[config.mk]
export PLATFORM = sky130hd
export DESIGN_NAME = kbd_ctrl
export DESIGN_NICKNAME = d
export VERILOG_FILES = /design/src/rtl/kbd_pkg.sv /design/src/rtl/kbd_fifo.sv /design/src/rtl/kbd_ctrl.sv
export SDC_FILE = /design/constraint.sdc
export NUM_CORES = 1
export LEC_CHECK = 0
export ABC_AREA = 0
export CAP_MARGIN = 15
export CELL_PAD_IN_SITES_DETAIL_PLACEMENT = 1
export CELL_PAD_IN_SITES_GLOBAL_PLACEMENT = 1
export CORE_ASPECT_RATIO = 2
export CORE_MARGIN = 2
export CORE_UTILIZATION = 45
export CTS_CLUSTER_SIZE = 25
export DETAILED_ROUTE_END_ITERATION = 16
export DONT_BUFFER_PORTS = 1
export MAX_ROUTING_LAYER = met4
export PLACE_DENSITY = 0.74
export SLEW_MARGIN = 40
export SYNTH_ARGS = -nofsm -noshare
export SYNTH_HDL_FRONTEND = slang
export SYNTH_HIERARCHICAL = 1
export SYNTH_SLANG_ARGS = --single-unit
[constraint.sdc]
create_clock -name clk -period 4 [get_ports clk]
set_clock_uncertainty 0.15 [all_clocks]
set_input_delay 0.2 -clock clk [delete_from_list [all_inputs] [get_ports clk]]
set_output_delay 0.2 -clock clk [all_outputs]
set_load 0.03 [all_outputs]
[src/rtl/kbd_pkg.sv]
// Shared definitions for the PS/2 keyboard controller: register offsets,
// STATUS bit positions and receive FSM states.
package kbd_pkg;

    localparam logic DATA_OFF   = 1'b0;
    localparam logic STATUS_OFF = 1'b1;

    localparam int STAT_NE   = 0;
    localparam int STAT_OVF  = 1;
    localparam int STAT_PERR = 2;
    localparam int STAT_FERR = 3;

    typedef enum logic [1:0] {
        RX_IDLE,
        RX_DATA,
        RX_PARITY,
        RX_STOP
    } rx_state_t;

endpackage

[src/rtl/kbd_fifo.sv]
// Synchronous scan-code FIFO. Pointers carry an extra wrap bit so full and
// empty are distinguishable without a separate counter.
module kbd_fifo #(
    parameter int DEPTH = 16
) (
    input  logic       clk,
    input  logic       rst,
    input  logic       push,
    input  logic       pop,
    input  logic [7:0] din,
    output logic [7:0] dout,
    output logic       full,
    output logic       empty
);

    localparam int AW = $clog2(DEPTH);

    logic [7:0]  mem [DEPTH];
    logic [AW:0] wr_ptr;
    logic [AW:0] rd_ptr;
    logic [AW:0] wr_next;
    logic [AW:0] rd_next;
    logic        do_push;
    logic        do_pop;

    // A pop frees a slot in the same cycle, so a push into a full FIFO still lands.
    assign do_pop  = pop & ~empty;
    assign do_push = push & (~full | do_pop);

    assign full    = (wr_ptr[AW] != rd_ptr[AW]) && (wr_ptr[AW-1:0] == rd_ptr[AW-1:0]);
    assign wr_next = do_push ? wr_ptr + (AW+1)'(1) : wr_ptr;
    assign rd_next = do_pop  ? rd_ptr + (AW+1)'(1) : rd_ptr;
    assign dout    = mem[rd_ptr[AW-1:0]];

    always_ff @(posedge clk) begin
        if (rst) begin
            wr_ptr <= '0;
            rd_ptr <= '0;
            empty  <= 1'b1;
        end else begin
            wr_ptr <= wr_next;
            rd_ptr <= rd_next;
            empty  <= (wr_next == rd_next);
        end
    end

    always_ff @(posedge clk) begin
        if (do_push) begin
            mem[wr_ptr[AW-1:0]] <= din;
        end
    end

endmodule

[src/rtl/kbd_ctrl.sv]
// PS/2 keyboard receiver: synchronises and filters the PS/2 lines, decodes
// 11-bit frames, queues scan codes and serves the DATA/STATUS read registers.
module kbd_ctrl
    import kbd_pkg::*;
#(
    parameter int FIFO_DEPTH = 16,
    parameter int FILTER_LEN = 8,
    parameter int TIMEOUT    = 20000
) (
    input  logic        clk,
    input  logic        rst,
    input  logic        ps2_clk,
    input  logic        ps2_data,
    input  logic        sel,
    input  logic        rd,
    input  logic        reg_addr,
    output logic [31:0] rd_data,
    output logic        irq
);

    localparam int FW = $clog2(FILTER_LEN + 1);
    localparam int TW = $clog2(TIMEOUT + 1);

    logic [1:0]    clk_sync;
    logic [1:0]    data_sync;
    logic          ps2_clk_s;
    logic          ps2_data_s;
    logic          filt_level;
    logic [FW-1:0] filt_cnt;
    logic          sample_evt;

    rx_state_t     state;
    rx_state_t     state_next;
    logic [2:0]    bit_cnt;
    logic [7:0]    shift_reg;
    logic          parity_bit;
    logic          parity_ok;
    logic [TW-1:0] to_cnt;
    logic          timeout_hit;

    logic          push_frame;
    logic          set_perr;
    logic          set_ferr;
    logic          set_ovf;
    logic          data_pop;
    logic          stat_clr;
    logic          ovf;
    logic          perr;
    logic          ferr;

    logic [7:0]    fifo_dout;
    logic          fifo_full;
    logic          fifo_empty;

    always_ff @(posedge clk) begin
        if (rst) begin
            clk_sync  <= 2'b11;
            data_sync <= 2'b11;
        end else begin
            clk_sync  <= {clk_sync[0], ps2_clk};
            data_sync <= {data_sync[0], ps2_data};
        end
    end

    assign ps2_clk_s  = clk_sync[1];
    assign ps2_data_s = data_sync[1];

    // The accepted clock level only moves after FILTER_LEN consecutive disagreeing samples.
    always_ff @(posedge clk) begin
        if (rst) begin
            filt_level <= 1'b1;
            filt_cnt   <= '0;
        end else if (ps2_clk_s == filt_level) begin
            filt_cnt <= '0;
        end else if (filt_cnt == FW'(FILTER_LEN - 1)) begin
            filt_level <= ps2_clk_s;
            filt_cnt   <= '0;
        end else begin
            filt_cnt <= filt_cnt + FW'(1);
        end
    end

    assign sample_evt  = filt_level & ~ps2_clk_s & (filt_cnt == FW'(FILTER_LEN - 1));
    assign timeout_hit = (to_cnt == TW'(TIMEOUT));
    assign parity_ok   = ^{shift_reg, parity_bit};

    always_ff @(posedge clk) begin
        if (rst || state == RX_IDLE || sample_evt || timeout_hit) begin
            to_cnt <= '0;
        end else begin
            to_cnt <= to_cnt + TW'(1);
        end
    end

    always_ff @(posedge clk) begin
        if (rst) begin
            state <= RX_IDLE;
        end else begin
            state <= state_next;
        end
    end

    always_comb begin
        state_next = state;
        if (timeout_hit) begin
            state_next = RX_IDLE;
        end else if (sample_evt) begin
            case (state)
                RX_IDLE:   if (!ps2_data_s) state_next = RX_DATA;
                RX_DATA:   if (bit_cnt == 3'd7) state_next = RX_PARITY;
                RX_PARITY: state_next = RX_STOP;
                RX_STOP:   state_next = RX_IDLE;
                default:   state_next = RX_IDLE;
            endcase
        end
    end

    always_comb begin
        push_frame = 1'b0;
        set_perr   = 1'b0;
        set_ferr   = 1'b0;
        if (state == RX_STOP && sample_evt && !timeout_hit) begin
            push_frame = ps2_data_s & parity_ok;
            set_perr   = ~parity_ok;
            set_ferr   = ~ps2_data_s;
        end
    end

    always_ff @(posedge clk) begin
        if (rst || timeout_hit) begin
            bit_cnt    <= '0;
            shift_reg  <= '0;
            parity_bit <= 1'b0;
        end else if (sample_evt) begin
            case (state)
                RX_IDLE: bit_cnt <= '0;
                RX_DATA: begin
                    shift_reg <= {ps2_data_s, shift_reg[7:1]};
                    bit_cnt   <= bit_cnt + 3'd1;
                end
                RX_PARITY: parity_bit <= ps2_data_s;
                default: ;
            endcase
        end
    end

    assign data_pop = sel & rd & (reg_addr == DATA_OFF) & ~fifo_empty;
    assign stat_clr = sel & rd & (reg_addr == STATUS_OFF);
    assign set_ovf  = push_frame & fifo_full & ~data_pop;

    // A flag being set in the same cycle as a STATUS read keeps the flag.
    always_ff @(posedge clk) begin
        if (rst) begin
            ovf  <= 1'b0;
            perr <= 1'b0;
            ferr <= 1'b0;
        end else begin
            ovf  <= set_ovf  | (ovf  & ~stat_clr);
            perr <= set_perr | (perr & ~stat_clr);
            ferr <= set_ferr | (ferr & ~stat_clr);
        end
    end

    kbd_fifo #(
        .DEPTH (FIFO_DEPTH)
    ) u_fifo (
        .clk   (clk),
        .rst   (rst),
        .push  (push_frame),
        .pop   (data_pop),
        .din   (shift_reg),
        .dout  (fifo_dout),
        .full  (fifo_full),
        .empty (fifo_empty)
    );

    assign irq = ~fifo_empty;

    always_comb begin
        rd_data = '0;
        if (sel) begin
            if (reg_addr == DATA_OFF) begin
                rd_data[8]   = ~fifo_empty;
                rd_data[7:0] = fifo_empty ? 8'h00 : fifo_dout;
            end else begin
                rd_data[STAT_NE]   = ~fifo_empty;
                rd_data[STAT_OVF]  = ovf;
                rd_data[STAT_PERR] = perr;
                rd_data[STAT_FERR] = ferr;
            end
        end
    end

endmodule

# Yosys cells after proc, flatten, opt, wreduce, memory -nomap -nowiden

Memory sizes are Yosys's and may differ from the RTL's. A register that Yosys moved wholly into a read port is not among the register bits.
Index checks and enable logic that the tools add are counted.

Output and inout bits: 33
Memory bits (writable): 128
Input bits: 7
Flip-flop bits (word level): 52
Word-level logic and storage cells: 94
Memories: 1

Memories:

| name       | words | width | rd ports | clocked after Yosys merged registers in | write ports | RTL line       | RTL |
|---|---|---|---|---|---|---|---|
| u_fifo.mem | 16    | 8     | 1        | 1                                       | 1           | kbd_fifo.sv:18 | `logic [7:0] mem [DEPTH];` |

Equality and inequality tests: 12
Reduce and logical (&&, ||, !) cells: 18
Add/sub/neg operators: 5
Bitwise gates (word level): 27
Mux-type cells: 16

Operator list:

| cell                    | number |
|---|---|
| $add A15 B1 Y15 const B | 1 |
| $eq A15 B15 Y1 const B  | 1 |
| $mux W5                 | 3 |
| $and A1 B1 Y1           | 14 |
| $add A5 B1 Y5 const B   | 2 |
| $mux W9                 | 1 |
| $not A1 Y1              | 9 |
| $reduce_xor A9 Y1       | 1 |
| $mux W4                 | 2 |
| $mux W8                 | 1 |
| $pmux W2 S4             | 1 |
| $reduce_and A2 Y1       | 4 |
| $pmux W3 S2             | 1 |
| $eq A5 B5 Y1            | 1 |
| $mux W1                 | 5 |
| $add A4 B1 Y4 const B   | 1 |
| $eq A2 B2 Y1 const B    | 2 |
| $eq A4 B3 Y1 const B    | 1 |
| $eq A4 B4 Y1            | 1 |
| $logic_or A1 B1 Y1      | 4 |
| $mux W2                 | 2 |
| $ne A2 B2 Y1 const B    | 2 |
| $or A1 B1 Y1            | 4 |
| $add A3 B1 Y3 const B   | 1 |
| other kinds (11)        | 13 |

# Depth between registers and ports, before layout

Gate-level depths: netlist of the first run.

Depth in word-level cells: 9
Mapped depth: 12
Depth with buffers taken out: 11

# By module

The synthesis of the first run kept the hierarchy.

Modules (own cells, without submodules):

| module   | times used | cells each | sequential area each (um2) | area an instance (um2) |
|---|---|---|---|---|
| kbd_fifo | 1          | 283        | 4,063.9                    | 5,669.2 |
| kbd_ctrl | 1          | 246        | 820.8                      | 2,158.3 |

# Worst setup path before layout of the first run

No wires, ideal clock.

Path type: reg-to-reg
Start: register u_fifo.empty
End: memory u_fifo.mem[0][0], enable pin
Path slack: 350 ps
Path buffers: 1
Data required time: 3,467 ps
Stages on the path, launching flop included: 10
Clock period less this slack: 3,650 ps
Data arrival time: 3,117 ps
Library setup time: 383 ps
Cells stage by stage: dfxtp_1 > nor3b_1 > nand2_1 > inv_1 > nor2b_1 > clkbuf_1 > nor4_4 > a21boi_2 > nand2_1 > nor3_1

Word-level cells in the longest chain between the ends: 7

Ends and longest elaborated chain:

| what                          | RTL line        | RTL |
|---|---|---|
| from (decl)                   | kbd_fifo.sv:13  | `output logic empty` |
| from (signal assigned)        | kbd_fifo.sv:43  | `empty <= (wr_next == rd_next);` |
| $not A1 Y1                    | kbd_ctrl.sv:147 | `assign data_pop = sel & rd & (reg_addr == DATA_OFF) & ~fifo_empty;` |
| $and A1 B1 Y1                 | kbd_ctrl.sv:147 |  |
| via data_pop                  | kbd_ctrl.sv:45  | `logic data_pop;` |
| $and A1 B1 Y1                 | kbd_fifo.sv:27  | `assign do_pop = pop & ~empty;` |
| $or A1 B1 Y1                  | kbd_fifo.sv:28  | `assign do_push = push & (~full \| do_pop);` |
| $and A1 B1 Y1                 | kbd_fifo.sv:28  |  |
| $mux W1                       | kbd_fifo.sv:48  | `if (do_push) begin` |
| $mux W1 (not written as such) | kbd_fifo.sv:49  | `mem[wr_ptr[AW-1:0]] <= din;` |
| to (decl)                     | kbd_fifo.sv:18  |  |

The timed path passes the listed nets, and every way through them passes these cells.

# Worst setup path in the final report of the first run

Start: register filt_cnt[0]
End: memory u_fifo.mem[14][7], enable pin

Word-level cells in the longest chain between the ends: 8

Ends and longest elaborated chain:

| what                              | RTL line        | RTL |
|---|---|---|
| from (decl)                       | kbd_ctrl.sv:29  | `logic [FW-1:0] filt_cnt;` |
| from (signal assigned)            | kbd_ctrl.sv:79  | `filt_cnt <= filt_cnt + FW'(1);` |
| $eq A4 B3 Y1                      | kbd_ctrl.sv:83  | `assign sample_evt = filt_level & ~ps2_clk_s & (filt_cnt == FW'(FILTER_LEN - 1));` |
| $and A1 B1 Y1                     | kbd_ctrl.sv:83  |  |
| $logic_and A1 B1 Y1 (2 in series) | kbd_ctrl.sv:122 | `if (state == RX_STOP && sample_evt && !timeout_hit) begin` |
| $mux W1                           | kbd_ctrl.sv:122 |  |
| via push_frame                    | kbd_ctrl.sv:41  | `logic push_frame;` |
| $and A1 B1 Y1                     | kbd_fifo.sv:28  |  |
| $mux W1                           | kbd_fifo.sv:48  |  |
| $mux W1 (not written as such)     | kbd_fifo.sv:49  |  |

The timed path passes the listed nets, and every way through them passes these cells.

==> results.txt, run 1 <==
Status: finished clean
Worst R2R Setup Slack: 0.76 ns
Setup ws final: 0.757 ns
Max stage delay cell, worst path: a21boi_2
Cells after synthesis: 529
Critical path destination: u_fifo/mem[14][7]$_DFFE_PP_
Worst setup path startpoint: filt_cnt[0]$_SDFF_PP0_
Initial Util: 45.5%
Netlist cell types: 55
Top_reg_cell synth: edfxtp_1
Post-Synthesis Cell Area: 7830 µm²
# IOs: 40
Core area: 17200 µm²
Most frequent CP cell: nor2_1
Clk_lat worst skew: 0.43 ns
Peak supply drop: 0.308 mV
First DRT Iteration DRCs: 200
Largest net degree at the start of global routing: 23
Worst path max stage delay: 0.46 ns
Seq/Total Area, Yosys: 62.4%
Async set or reset register ratio after synthesis: 0%
Power Dens Cells: 427 nW/µm²
Final WL: 18800 µm
CP Data Required Time: 3.99 ns
Max FFs per register: 128
Synth warn: 6
Row Count: 68
Vias in the first global route: 4888
Detailed-route DRC error count: 0
Critical Path AT: 3.24 ns
Critical path class: flip-flop to flip-flop
Slew Limit Headroom: 49.2%
Port Buffers: 0
Vias per cell: 5.68
Routed length per placed instance: 24.0 µm
Final setup fails: 0
Critical path fanouts, max: 9
Crit-path cells: ha_1, and4b_1, and2_1, nand3_1, nor2_1, a21boi_2, nand2_1, nor2_1, buf_4
Die area: 18500 µm²
Initial antenna violation count: 0
Nets: 583
Initial DRT Pass Iterations: 4
Vias: 4445
Worst Tran Pin Value: 0.759 ns
Clock sink count: 180
Post-synth EDFFs: 128
Clk buf depth: 2
CTS buffer count: 17
Net Sw Frac: 19.6%
Reg2reg end: u_fifo/mem[14][7]$_DFFE_PP_
Gpl congestion: 0.830
Worst setup SP type: flip-flop
Die width: 97.3 µm
Period utilisation layout: 81.1%
Max-cap violation count: 0
Combinational Power Share: 1.3%
Htree depth: 4
First-pass GRT wire length: 29200 µm
Yosys reg bits: 180
Pre-CTS worst setup slack: 0.787 ns
Min Clock Period, post-route: 3.24 ns
Hold Fails Final Rpt: 0
Flop pwr share: 52.5%
CTS Root Cell: clkbuf_16
Syn Area/Cell: 14.8 µm²
Psw: 735 µW
Dpl hpwl: 13800 µm
Post-DRT Antenna Nets: 0
Clock share of power: 46.2%
Nature of the critical path endpoint: flip-flop
CTS clock-pin slew for the worst setup and hold paths: 0.07 ns
P&R area growth vs syn: 12.3%
CTS tree: built
R2R Path Start: filt_cnt[0]$_SDFF_PP0_
Ant diodes: 0
Final Max Slew Viols: 0
Chip height: 191 µm
HP Class: primary input to flip-flop
Total global routing overflow: 0
Max Freq: 308 MHz
GRT Total Usage: 22.1%
Internal Power: 3.02 mW
Post-Route Setup TNS: 0 ns
Leak pwr: 2.97 nW
Unrepaired setup endpoints after global routing: no
Layout cell share with drive strength beyond 1: 22.0%
Postcts setup bufs: 0
R2R depth: 9
## synth_stat cells, types with 10 or more instances
cell | number | area [µm²]
and2_1 | 10 | 62.6
a21oi_1 | 15 | 75.1
ha_1 | 15 | 188
edfxtp_1 | 128 | 3840
dfxtp_1 | 52 | 1040
inv_1 | 15 | 56.3
nand3_1 | 13 | 65.1
buf_4 | 26 | 195
xor2_1 | 16 | 140
mux4_2 | 40 | 901
xnor2_1 | 13 | 114
nand4_1 | 11 | 68.8
nor2_1 | 41 | 154
nand2_1 | 32 | 120
## cell usage in the layout (no fill, tap or decap), types with 3 or more instances in the layout
cell           synthesis  layout
buf_4                 26      30
ha_1                  15      15
or2_2                  4       4
nor2_1                41      41
inv_1                 15      15
nand3_1               13      13
bufinv_16              0       4
xnor2_1               13      13
mux4_2                40      40
a21oi_1               15      15
xor2_1                16      16
conb_1                 1      23
and2_1                10      10
mux2i_1                5       5
edfxtp_1             128     128
or3_1                  3       3
dfxtp_1               52      51
o21ai_0                4       4
nor2_2                 8       8
dlygate4sd3_1          0       6
nand2b_1               3       3
a22oi_1                6       6
nor2b_1                6       6
clkbuf_16              0      17
nand4_1               11      11
nor3_1                 7       7
nand2_1               32      32
clkinvlp_4             0       3
## cells by family after synthesis
logic type | after synthesis | synth area share (%)
AOI/OAI and AO/OA | 41 | 3.84
xor gates and xnor gates | 35 | 4.65
adders and majority gates | 15 | 2.40
buffers and inverters | 60 | 4.41
DFF | 180 | 62.4
muxes | 45 | 12.1
other | 1 | 0.0479
and+or+nand+nor | 152 | 10.1
## worst min-delay path by stage
stage | startpoint | to | cells after the start
6_report | rst | parity_bit$_SDFFE_PP0P_ | 2
5_1_grt | rst | parity_bit$_SDFFE_PP0P_ | 2
4_1_cts | rst | shift_reg[0]$_SDFFE_PP0P_ | 2
3_5_place_dp | rst | u_fifo/rd_ptr[0]$_SDFF_PP0_ | 1
3_3_place_gp | rst | u_fifo/rd_ptr[0]$_SDFF_PP0_ | 1
2_1_floorplan | rst | u_fifo/empty$_SDFF_PP1_ | 1
## through the flow
| step | area, µm² | power, mW | hold WS, ns | utilization (%) | instances |
|---|---|---|---|---|---|
| after detailed placement | 8120 | 2.05 | 0.126 | 47.2 | 746 |
| after global routing | 8790 | 3.86 | 0.203 | 51.1 | 783 |
| final | 8790 | 3.76 | 0.153 | 51.1 | 783 |
| after floorplan | 7910 | 2.07 | 0.144 | - | 551 |
| after global placement | 8120 | 2.05 | 0.119 | 47.2 | 746 |
| after CTS | 8790 | 3.79 | 0.150 | 51.1 | 783 |
## cell type report
| class | instances | area, µm² |
|---|---|---|
| flip-flops and latches | 180 | 4890 |
| well taps | 210 | 263 |
| repair buffers | 36 | 285 |
| inverters | 15 | 56.3 |
| clock inverters | 13 | 183 |
| multi-input cells | 311 | 2690 |
| clock buffers | 18 | 429 |
| fillers | 1703 | 8400 |
## layer usage
| layer | global-route usage (%) | part of all wire, % |
|---|---|---|
| met5 | - | 0 |
| met2 | 41.9 | 59 |
| met3 | 4.73 | 3.6 |
| met4 | 12.2 | 5.5 |
| met1 | 19.9 | 32 |
## worst max-delay path: cells and delay by family, from the launching register on
| kind | cells | cell delay, ns |
|---|---|---|
| and+or+nand+nor | 6 | 1.56 |
| AOI/OAI and AO/OA | 1 | 0.46 |
| DFF | 1 | 0.36 |
| buffers and inverters | 1 | 0.22 |
| adders and majority gates | 1 | 0.21 |
## power groups by stage
stage / clock network (mW) / logic (mW) / registers [mW]
6_report: 1.74 / 0.0471 / 1.97
4_1_cts: 1.77 / 0.0468 / 1.97
5_1_grt: 1.83 / 0.0503 / 1.97
2_1_floorplan: 0 / 0.0552 / 2.01
3_3_place_gp: 0 / 0.0374 / 2.01
3_5_place_dp: 0 / 0.0380 / 2.01
## what timing repair did
action / in CTS / in global routing
hold buffers: 6 / 0
endpoints found under the hold margin: 23 / 0
gates resized for setup: 0 / 0
(Power assumes the default switching activity.)
==> run 2: changes to the inputs <==
- ABC_AREA: 0 -> 1
- PLACE_DENSITY: 0.74 -> 0.78
- clock period: 4 -> 3.1 ns (I/O delays scaled with it)
==> results.txt, run 2 <==
Max stage delay cell, worst path: dfxtp_1
CTS Root Cell: clkbuf_16
# IOs: 40 (unchanged)
Final Max Slew Viols: 0 (unchanged)
Clk buf depth: 2 (unchanged)
Period utilisation layout: 95.2% (+14 points)
Critical Path AT: 2.95 ns (-0.29 ns)
Synth top area share: 47.3% (-1.8 points)
Largest net degree at the start of global routing: 68 (+200%)
Vias per cell: 5.65 (-0.55%)
R2R depth: 16 (+7)
Core area: 17700 µm² (+3.0%)
Max-cap violation count: 0 (unchanged)
Worst R2R Setup Slack: 0.15 ns (-0.61 ns)
Critical path fanouts, max: 8 (-1)
Async set or reset register ratio after synthesis: 0% (unchanged)
Dpl hpwl: 15700 µm (+14%)
GRT Total Usage: 24.9% (+2.8 points)
Final WL: 22500 µm (+20%)
Ant diodes: 0 (unchanged)
Syn Area/Cell: 10.3 µm² (-31%)
Leak pwr: 3.72 nW (+25%)
Critical path class: flip-flop to flip-flop
Worst path max stage delay: 0.47 ns (about the same)
Max Freq: 339 MHz (+9.9%)
Power Dens Cells: 515 nW/µm² (+20%)
Vias in the first global route: 6394 (+31%)
Nature of the critical path endpoint: flip-flop
Clock sink count: 180 (unchanged)
CTS tree: built
CP Data Required Time: 3.10 ns (-0.89 ns)
Vias: 5911 (+33%)
First DRT Iteration DRCs: 328 (+64%)
Gpl congestion: 0.914 (+10%)
Post-Synthesis Cell Area: 8120 µm² (+3.8%)
Status: finished clean
Netlist cell types: 52 (-5.5%)
First-pass GRT wire length: 34800 µm (+19%)
Cell family with most CP delay: simple AND/OR/NAND/NOR gates
Nets: 843 (+45%)
Clk_lat worst skew: 0.44 ns (about the same)
Slew Limit Headroom: 55.1% (+5.9 points)
Cell accounting for the most synthesized area: edfxtp_1
Hold Fails Final Rpt: 0 (unchanged)
HP Class: primary input to flip-flop
Unrepaired setup endpoints after global routing: no
CTS clock-pin slew for the worst setup and hold paths: 0.07 ns (about the same)
Most frequent CP cell: nand2_1
Yosys reg bits: 180 (unchanged)
Max FFs per register: 128 (unchanged)
Initial Util: 45.9% (+0.35 points)
Initial DRT Pass Iterations: 5 (+1)
Worst Tran Pin Value: 0.671 ns (-0.0882 ns)
Top post-synthesis cells by count: 128 x edfxtp_1, 120 x nor2_1, 99 x nand2_1, 68 x o21ai_0, 59 x inv_1
Post-Route Setup TNS: 0 ns (unchanged)
Post-DRT Antenna Nets: 0 (unchanged)
Pre-CTS worst setup slack: 0.313 ns (-0.474 ns)
Chip height: 194 µm (+1.8%)
Most common cell after layout, fill and taps aside: edfxtp_1
Die width: 99 µm (+1.8%)
Most frequent cell after synthesis: edfxtp_1
CP Buf/Inv Count: 6 (+5)
Total global routing overflow: 0 (unchanged)
Final setup fails: 0 (unchanged)
CTS buffer count: 17 (unchanged)
Initial antenna violation count: 0 (unchanged)
Setup ws final: 0.149 ns (-0.608 ns)
Worst setup SP type: flip-flop
Critical path depth: 16 (+7)
Crit-path cells: inv_1, nand2_1, nand2_1, inv_1, nand2_1, nand2_1, nand3_1, nand2_1, inv_1, nor3_1, buf_4, nand2_4, inv_1, nand2_1, nor2_1, buf_4
Synth warn: 6 (unchanged)
Commonest non-fill, non-tap cells in the layout: 128 x edfxtp_1, 120 x nor2_1, 99 x nand2_1, 68 x o21ai_0, 58 x inv_1
Cells after synthesis: 790 (+49%)
P&R area growth vs syn: 11.9%
Port Buffers: 0 (unchanged)
Top_reg_cell synth: edfxtp_1
Htree depth: 4 (unchanged)
Routed length per placed instance: 21.5 µm (-10%)
Post-synth EDFFs: 128 (unchanged)
Detailed-route DRC error count: 0 (unchanged)
Hold Path Stages: 5 (+3)
Peak supply drop: 0.453 mV (+47%)
Seq/Total Area, Yosys: 60.1% (-2.3 points)
Layout cell share with drive strength beyond 1: 15.1% (-6.9 points)
Die area: 19200 µm² (+3.7%)
Min Clock Period, post-route: 2.95 ns (-0.292 ns)
Row Count: 69 (+1.5%)
Ranking of synthesized cells by area: edfxtp_1 47%, dfxtp_1 13%, nor2_1 5.5%, nand2_1 4.6%, o21ai_0 4.2%
==> run 2: cell count changes in the layout (fill, tap and decap cells not counted), sizes merged, moves of 15 or more <==
cell	previous run	this run
mux4	40	0
nand3	14	51
o21ai	4	71
nor2	49	124
o221ai	0	15
inv	17	75
nand2	32	113
o22ai	0	18
==> run 2: logic make-up after synthesis <==
logic type	synth area share, %
AOI/OAI and AO/OA	11.4
xor gates and xnor gates	0.863
adders and majority gates	2.31
buffers and inverters	7.15
DFF	60.1
other	0.0462
and+or+nand+nor	18.1
==> run 2: worst paths after layout <==
path	startpoint	to
worst max-delay path	shift_reg[1]$_SDFFE_PP0P_	u_fifo/mem[5][3]$_DFFE_PP_
worst min-delay path	rd	ovf$_SDFF_PP0_
worst max register to register	shift_reg[1]$_SDFFE_PP0P_	u_fifo/mem[5][3]$_DFFE_PP_
worst min register to register	data_sync[0]$_SDFF_PP1_	data_sync[1]$_SDFF_PP1_
==> run 2: repair_timing <==
action                                 in CTS  in global routing
buffers inserted                            0                  0
endpoints found under the hold margin      33                  0
setup endpoints to repair                   0                  3
hold buffers                                7                  0
resized for setup                           0                  2
==> run 2: area by class of cell <==
cell class | instances | area (µm²)
clock buffer | 19 | 443
clock inverter | 13 | 124
fill | 1909 | 8610
inverter | 73 | 282
multi-input combinational | 507 | 2740
sequential | 180 | 4890
tap | 213 | 267
timing repair buffer | 42 | 349
==> run 2: metrics by stage <==
stage / power [mW] / area (µm²) / instances / hold slack (ns) / util, %
floorplan: 2.67 / 8210 / 812 / 0.109 / -
global placement: 2.65 / 8450 / 1008 / 0.0772 / 47.7
detailed placement: 2.65 / 8450 / 1008 / 0.0808 / 47.7
CTS: 4.70 / 9080 / 1047 / 0.00721 / 51.3
global route: 4.79 / 9090 / 1047 / 0.112 / 51.4
finish: 4.68 / 9090 / 1047 / 0.0104 / 51.4
==> run 2: where the power goes <==
group	switching [mW]	internal, mW
combinational	0.0516	0.00908
sequential	0.00102	2.54
clock	0.936	1.14
==> run 2: layer usage <==
metal | share of wire [%] | up-vias | track usage [%]
met3 | 2.7 | 73 | 3.57
met4 | 6.2 | 0 | 15.2
li1 | - | 2742 | -
met1 | 34 | 2942 | 23.6
met2 | 58 | 154 | 45.9
met5 | 0 | - | -
==> run 2: worst min-delay path: stages <==
cell and delay [ns]:
inv_1 0.03, o21ai_0 0.16, inv_1 0.04, nand3_1 0.08, a21oi_1 0.07
